**src/rtl/y_row_addr_gen.sv**
```systemverilog
// Y-matrix row address generator: row number -> index-line fetch -> burst of NUM_LINES line addresses.
// Latency: request edge T -> mem_rd_en in T+1; mem_rd_valid edge W -> first out_valid in W+1.
// Backpressure: one row in flight; req_ready low until the last beat is accepted; beats hold under out_ready=0.
//
// Ports:
//   clock, reset         rising-edge clock, synchronous active-low reset
//   req_valid/req_ready  row request handshake, req_row = requested row number
//   mem_rd_en/addr       one-cycle index-line read strobe and its address (address held afterwards)
//   mem_rd_valid/data    index-line read return, only looked at while waiting for it
//   out_valid/out_ready  generated address handshake
//   out_addr/last/empty  line address, final beat of the row, row has no data (null pointer)
module y_row_addr_gen #(
  parameter int ROW_W      = 16,
  parameter int ADDR_W     = 11,
  parameter int DATA_W     = 256,
  parameter int ROWS_LOG2  = 4,
  parameter int NUM_LINES  = 2,
  parameter int INDEX_BASE = 0
) (
  input  logic              clock,
  input  logic              reset,
  input  logic              req_valid,
  output logic              req_ready,
  input  logic [ROW_W-1:0]  req_row,
  output logic              mem_rd_en,
  output logic [ADDR_W-1:0] mem_rd_addr,
  input  logic              mem_rd_valid,
  input  logic [DATA_W-1:0] mem_rd_data,
  output logic              out_valid,
  input  logic              out_ready,
  output logic [ADDR_W-1:0] out_addr,
  output logic              out_last,
  output logic              out_empty
);

  localparam int PTR_W  = DATA_W >> ROWS_LOG2;
  localparam int BEAT_W = (NUM_LINES > 1) ? $clog2(NUM_LINES) : 1;
  localparam logic [BEAT_W-1:0] LAST_BEAT = BEAT_W'(NUM_LINES - 1);
  localparam logic [ADDR_W-1:0] NULL_PTR  = '1;

  typedef enum logic [1:0] {IDLE, FETCH, WAIT, EMIT} stateT;

  stateT                state;
  logic [ROWS_LOG2-1:0] selQ;   // pointer slot within the index line
  logic [BEAT_W-1:0]    beatQ;
  logic [BEAT_W-1:0]    beatNext;
  logic [ADDR_W-1:0]    fetchedPtr;

  // Shift the selected pointer field down to bit 0; the size cast keeps only
  // the low ADDR_W bits, which is the pointer as the Y read stage sees it.
  assign fetchedPtr = ADDR_W'(mem_rd_data >> (int'(selQ) * PTR_W));
  assign beatNext   = beatQ + BEAT_W'(1);

  always_ff @(posedge clock) begin
    if (!reset) begin
      state       <= IDLE;
      selQ        <= '0;
      beatQ       <= '0;
      req_ready   <= 1'b1;
      mem_rd_en   <= 1'b0;
      mem_rd_addr <= '1;
      out_valid   <= 1'b0;
      out_addr    <= '1;
      out_last    <= 1'b0;
      out_empty   <= 1'b0;
    end else begin
      case (state)
        IDLE: begin
          if (req_valid && req_ready) begin
            selQ        <= req_row[ROWS_LOG2-1:0];
            req_ready   <= 1'b0;
            mem_rd_en   <= 1'b1;
            mem_rd_addr <= ADDR_W'(INDEX_BASE) + ADDR_W'(req_row >> ROWS_LOG2);
            state       <= FETCH;
          end
        end

        FETCH: begin
          mem_rd_en <= 1'b0;
          state     <= WAIT;
        end

        WAIT: begin
          if (mem_rd_valid) begin
            beatQ     <= '0;
            out_valid <= 1'b1;
            out_addr  <= fetchedPtr;
            // A null pointer collapses the burst to one flagged beat.
            if (fetchedPtr == NULL_PTR) begin
              out_empty <= 1'b1;
              out_last  <= 1'b1;
            end else begin
              out_empty <= 1'b0;
              out_last  <= (LAST_BEAT == '0);
            end
            state <= EMIT;
          end
        end

        EMIT: begin
          if (out_ready) begin
            if (out_last) begin
              out_valid <= 1'b0;
              out_last  <= 1'b0;
              out_empty <= 1'b0;
              req_ready <= 1'b1;
              state     <= IDLE;
            end else begin
              // Wraps modulo 2^ADDR_W; all-ones here is an ordinary address.
              beatQ    <= beatNext;
              out_addr <= out_addr + ADDR_W'(1);
              out_last <= (beatNext == LAST_BEAT);
            end
          end
        end

        default: state <= IDLE;
      endcase
    end
  end

endmodule
```
**config.mk**
```make
export PLATFORM = sky130hd
export DESIGN_NAME = y_row_addr_gen
export DESIGN_NICKNAME = d
export VERILOG_FILES = /design/src/rtl/y_row_addr_gen.sv
export SDC_FILE = /design/constraint.sdc
export NUM_CORES = 1
export LEC_CHECK = 0
export CORE_AREA = 2 2 119 121
export CTS_CLUSTER_SIZE = 10
export DETAILED_ROUTE_END_ITERATION = 7
export DIE_AREA = 0 0 121 123
export PLACE_DENSITY_LB_ADDON = 0.15
export SYNTH_ARGS = -nofsm -noshare
export SYNTH_HDL_FRONTEND = slang
export SYNTH_SLANG_ARGS = --single-unit
```
**constraint.sdc**
```tcl
create_clock -name clock -period 3.7 [get_ports clock]
set_input_delay 0.37 -clock clock [delete_from_list [all_inputs] [get_ports clock]]
set_output_delay 0.37 -clock clock [all_outputs]
set_load 0.02 [all_outputs]
```
==> impl_metrics.env <==
export IMPL_status="finished clean"
export IMPL_areaGrowthSynthToFinish_pct=82.9
export IMPL_yosysTopAreaCell="mux4_2"
export IMPL_die_h_um=123
export IMPL_initial_core_util=0.225
export IMPL_fin_area_um2=5600
export IMPL_avgRoutedWirePerCell_um=18.2
export IMPL_postCtsSetupBuffers=0
export IMPL_worstPathArrival_ns=2.83
export IMPL_fin_nets=802
export IMPL_grtUsageTotal=0.167
export IMPL_slew_viol_final=0
export IMPL_worst_pin_slew_ns=0.697
export IMPL_setup_worst_path_start="state[1]"
export IMPL_finalWirelength_mm=12.8
export IMPL_drtPass1Iterations=4
export IMPL_synth_edf_count=0
export IMPL_crit_buf_inv=0
export IMPL_grt_pass1_vias=3543
export IMPL_crit_type="flip-flop to flip-flop"
export IMPL_netlist_cell_type_count=45
export IMPL_ys_flop_type="dfxtp_1"
export IMPL_cp_num_cells=7
export IMPL_finalWeightedCongestion=0.797
export IMPL_grt_pass1_wl_mm=19.2
export IMPL_whs_ns=0.462
export IMPL_grt_remaining_overflow=0
export IMPL_start_kind="flip-flop"
export IMPL_r2r_cells=7
export IMPL_grt_max_degree=35
export IMPL_ys_async_sr_fraction=0
export IMPL_fp_coreArea_um2=13600
export IMPL_fin_tns_setup_ns=0
export IMPL_ant_nets=0
export IMPL_post_cts_resized=0
export IMPL_cpPeakStageDelay_ns=0.62
export IMPL_io_pins=304
export IMPL_dpl_cell_count=693
export IMPL_path_max_fanout=18
export IMPL_die_area_um2=14900
export IMPL_power_density_nw_per_um2=453
export IMPL_syn_nets=595
export IMPL_n_antenna_cell=0
export IMPL_dp_hpwl_mm=10.8
export IMPL_skew_ns=0.00596
export IMPL_antenna_found_initial=1
export IMPL_end_kind="flip-flop"
export IMPL_rrSetupSlack_ns=1.08
export IMPL_yosysSeqAreaShare=0.222
export IMPL_clk_path_buf_depth=2
export IMPL_cp_slowest_cell="ha_1"
export IMPL_drive_above_1_share=0.102
export IMPL_p_leak_nw=2.05
export IMPL_worstPathRequired_ns=3.91
export IMPL_layout_common_cells="clkdlybuf4s50_1, nand2_1, mux4_2"
export IMPL_hold_violations=0
export IMPL_power_mw=2.54
export IMPL_port_buffers=222
export IMPL_rows=43
export IMPL_cap_violations=0
export IMPL_endpoint="out_addr[2]"
export IMPL_setup_viol=0
export IMPL_routed_via_density=4.83
export IMPL_drc=0
export IMPL_cp_top_family="simple AND/OR/NAND/NOR gates"
export IMPL_layout_commonest_cell="clkdlybuf4s50_1"
export IMPL_htree_levels=2
export IMPL_min_from="mem_rd_addr[3]"
export IMPL_ctsHoldBuffers=0
export IMPL_rr_startpoint="state[1]"
export IMPL_cts_tree="done"
export IMPL_holdCritPathClass="flip-flop to flip-flop"
export IMPL_min_period_over_period=0.708
export IMPL_clk_pin_slew_ns=0.06
export IMPL_cts_root_buf="clkbuf_16"
export IMPL_synth_cells=313
export IMPL_yosysTopAreaCellShare=0.257
export IMPL_place_area_um2=5410
export IMPL_synth_seq_cells=34
export IMPL_synth_area_top_cells="mux4_2, dfxtp_1, mux4_1"
export IMPL_reg2reg_to="out_addr[2]"
export IMPL_irDropWorstVdd_uv=209
export IMPL_clock_latency_ns=0.28
export IMPL_cts_sink_count=34
export IMPL_nFillCells=1345
export IMPL_die_w_um=121
export IMPL_drt_iter0_markers=125
export IMPL_cts_buffers=5
export IMPL_fin_cells=701
export IMPL_yosysWarnings=0
export IMPL_rsz0062_at_grt="no"
export IMPL_vias=3384
export IMPL_syn_area_um2=3060
export IMPL_min_period_ns=2.62
export IMPL_synth_avg_cell_area_um2=9.78
export IMPL_max_freq_mhz=382
export IMPL_relSlewSlack=0.534
export IMPL_path_cells="ha_1 > mux2i_1 > or3_1 > and2_1 > a21oi_1 > o21ai_0 > o21ai_1"
worst min path at each step:
stage          cells after the start  slack (ns)              to
2_1_floorplan                      2        0.49  mem_rd_addr[6]
3_3_place_gp                       2        0.45  mem_rd_addr[8]
3_5_place_dp                       2        0.45  mem_rd_addr[3]
4_1_cts                            2        0.47  mem_rd_addr[3]
5_1_grt                            2        0.48       out_empty
6_report                           2        0.46  mem_rd_addr[3]
cells in the mapped netlist, types with 3 or more instances:
master	number
inv_1	7
a21o_1	4
a21oi_1	11
o21ai_1	4
dfxtp_1	34
nand3_1	17
o21ai_0	9
o31ai_1	3
mux2i_1	3
and2_1	3
nand2_1	53
a21boi_0	6
nor2b_1	10
buf_2	7
mux4_1	10
mux4_2	35
nand4_1	5
o221ai_1	3
nor2_1	19
clkbuf_1	13
buf_4	4
nor3_1	5
ha_1	5
a22oi_1	14
logic make-up after synthesis:
group | Yosys count | synth area share
AND/OR/NAND/NOR | 124 | 0.191
AO/OA/AOI/OAI | 66 | 0.146
multiplexers | 50 | 0.360
buffers and inverters | 34 | 0.0597
flip-flops | 34 | 0.222
adder cells (fa/ha/maj) | 5 | 0.0204
worst register-to-register path, delay by kind of cell (launching register included):
family | cells | cell delay (ns)
fa+ha+maj | 1 | 0.63
simple gates | 2 | 0.80
flops | 1 | 0.38
compound gates | 3 | 0.38
mux | 1 | 0.37
power breakdown:
part | switching [mW] | leakage [nW] | internal, mW | total (mW)
sequential | 0.114 | 0.280 | 0.465 | 0.579
combinational | 0.669 | 1.67 | 0.739 | 1.41
clock | 0.163 | 0.0940 | 0.387 | 0.550
area by class of cell:
class                           instances  area (um2)  share of cell area
Multi-Input combinational cell        245        2200               0.393
Timing Repair Buffer                  227        2270               0.406
Inverter                                7        26.3             0.00469
Clock inverter                          3        68.8              0.0123
Sequential cell                        34         683               0.122
Tap cell                              180         225              0.0402
Clock buffer                            5         125              0.0223
sequential cells by signal (all words and copies together) (netlist names):
| name | cells |
|---|---|
| out_last | 1 |
| mem_rd_en | 1 |
| beatQ | 1 |
| out_addr | 11 |
| state | 2 |
| out_empty | 1 |
| selQ | 4 |
| out_valid | 1 |
| mem_rd_addr | 11 |
| req_ready | 1 |
per-stage QoR:
step	setup slack [ns]	utilization
2_1_floorplan	1.73	-
3_3_place_gp	1.13	0.397
3_5_place_dp	1.11	0.397
4_1_cts	1.08	0.411
5_1_grt	0.812	0.411
6_report	1.08	0.411
routing by layer:
| layer | up-vias | GRT usage | share of wire |
|---|---|---|---|
| li1 | 1624 | - | - |
| met1 | 1599 | 0.203 | 0.40 |
| met2 | 149 | 0.294 | 0.51 |
| met3 | 10 | 0.0549 | 0.089 |
| met4 | 2 | 0.0233 | 0.0085 |
| met5 | - | 0 | 0.00094 |
No activity file was read; power rests on OpenSTA's default activity.
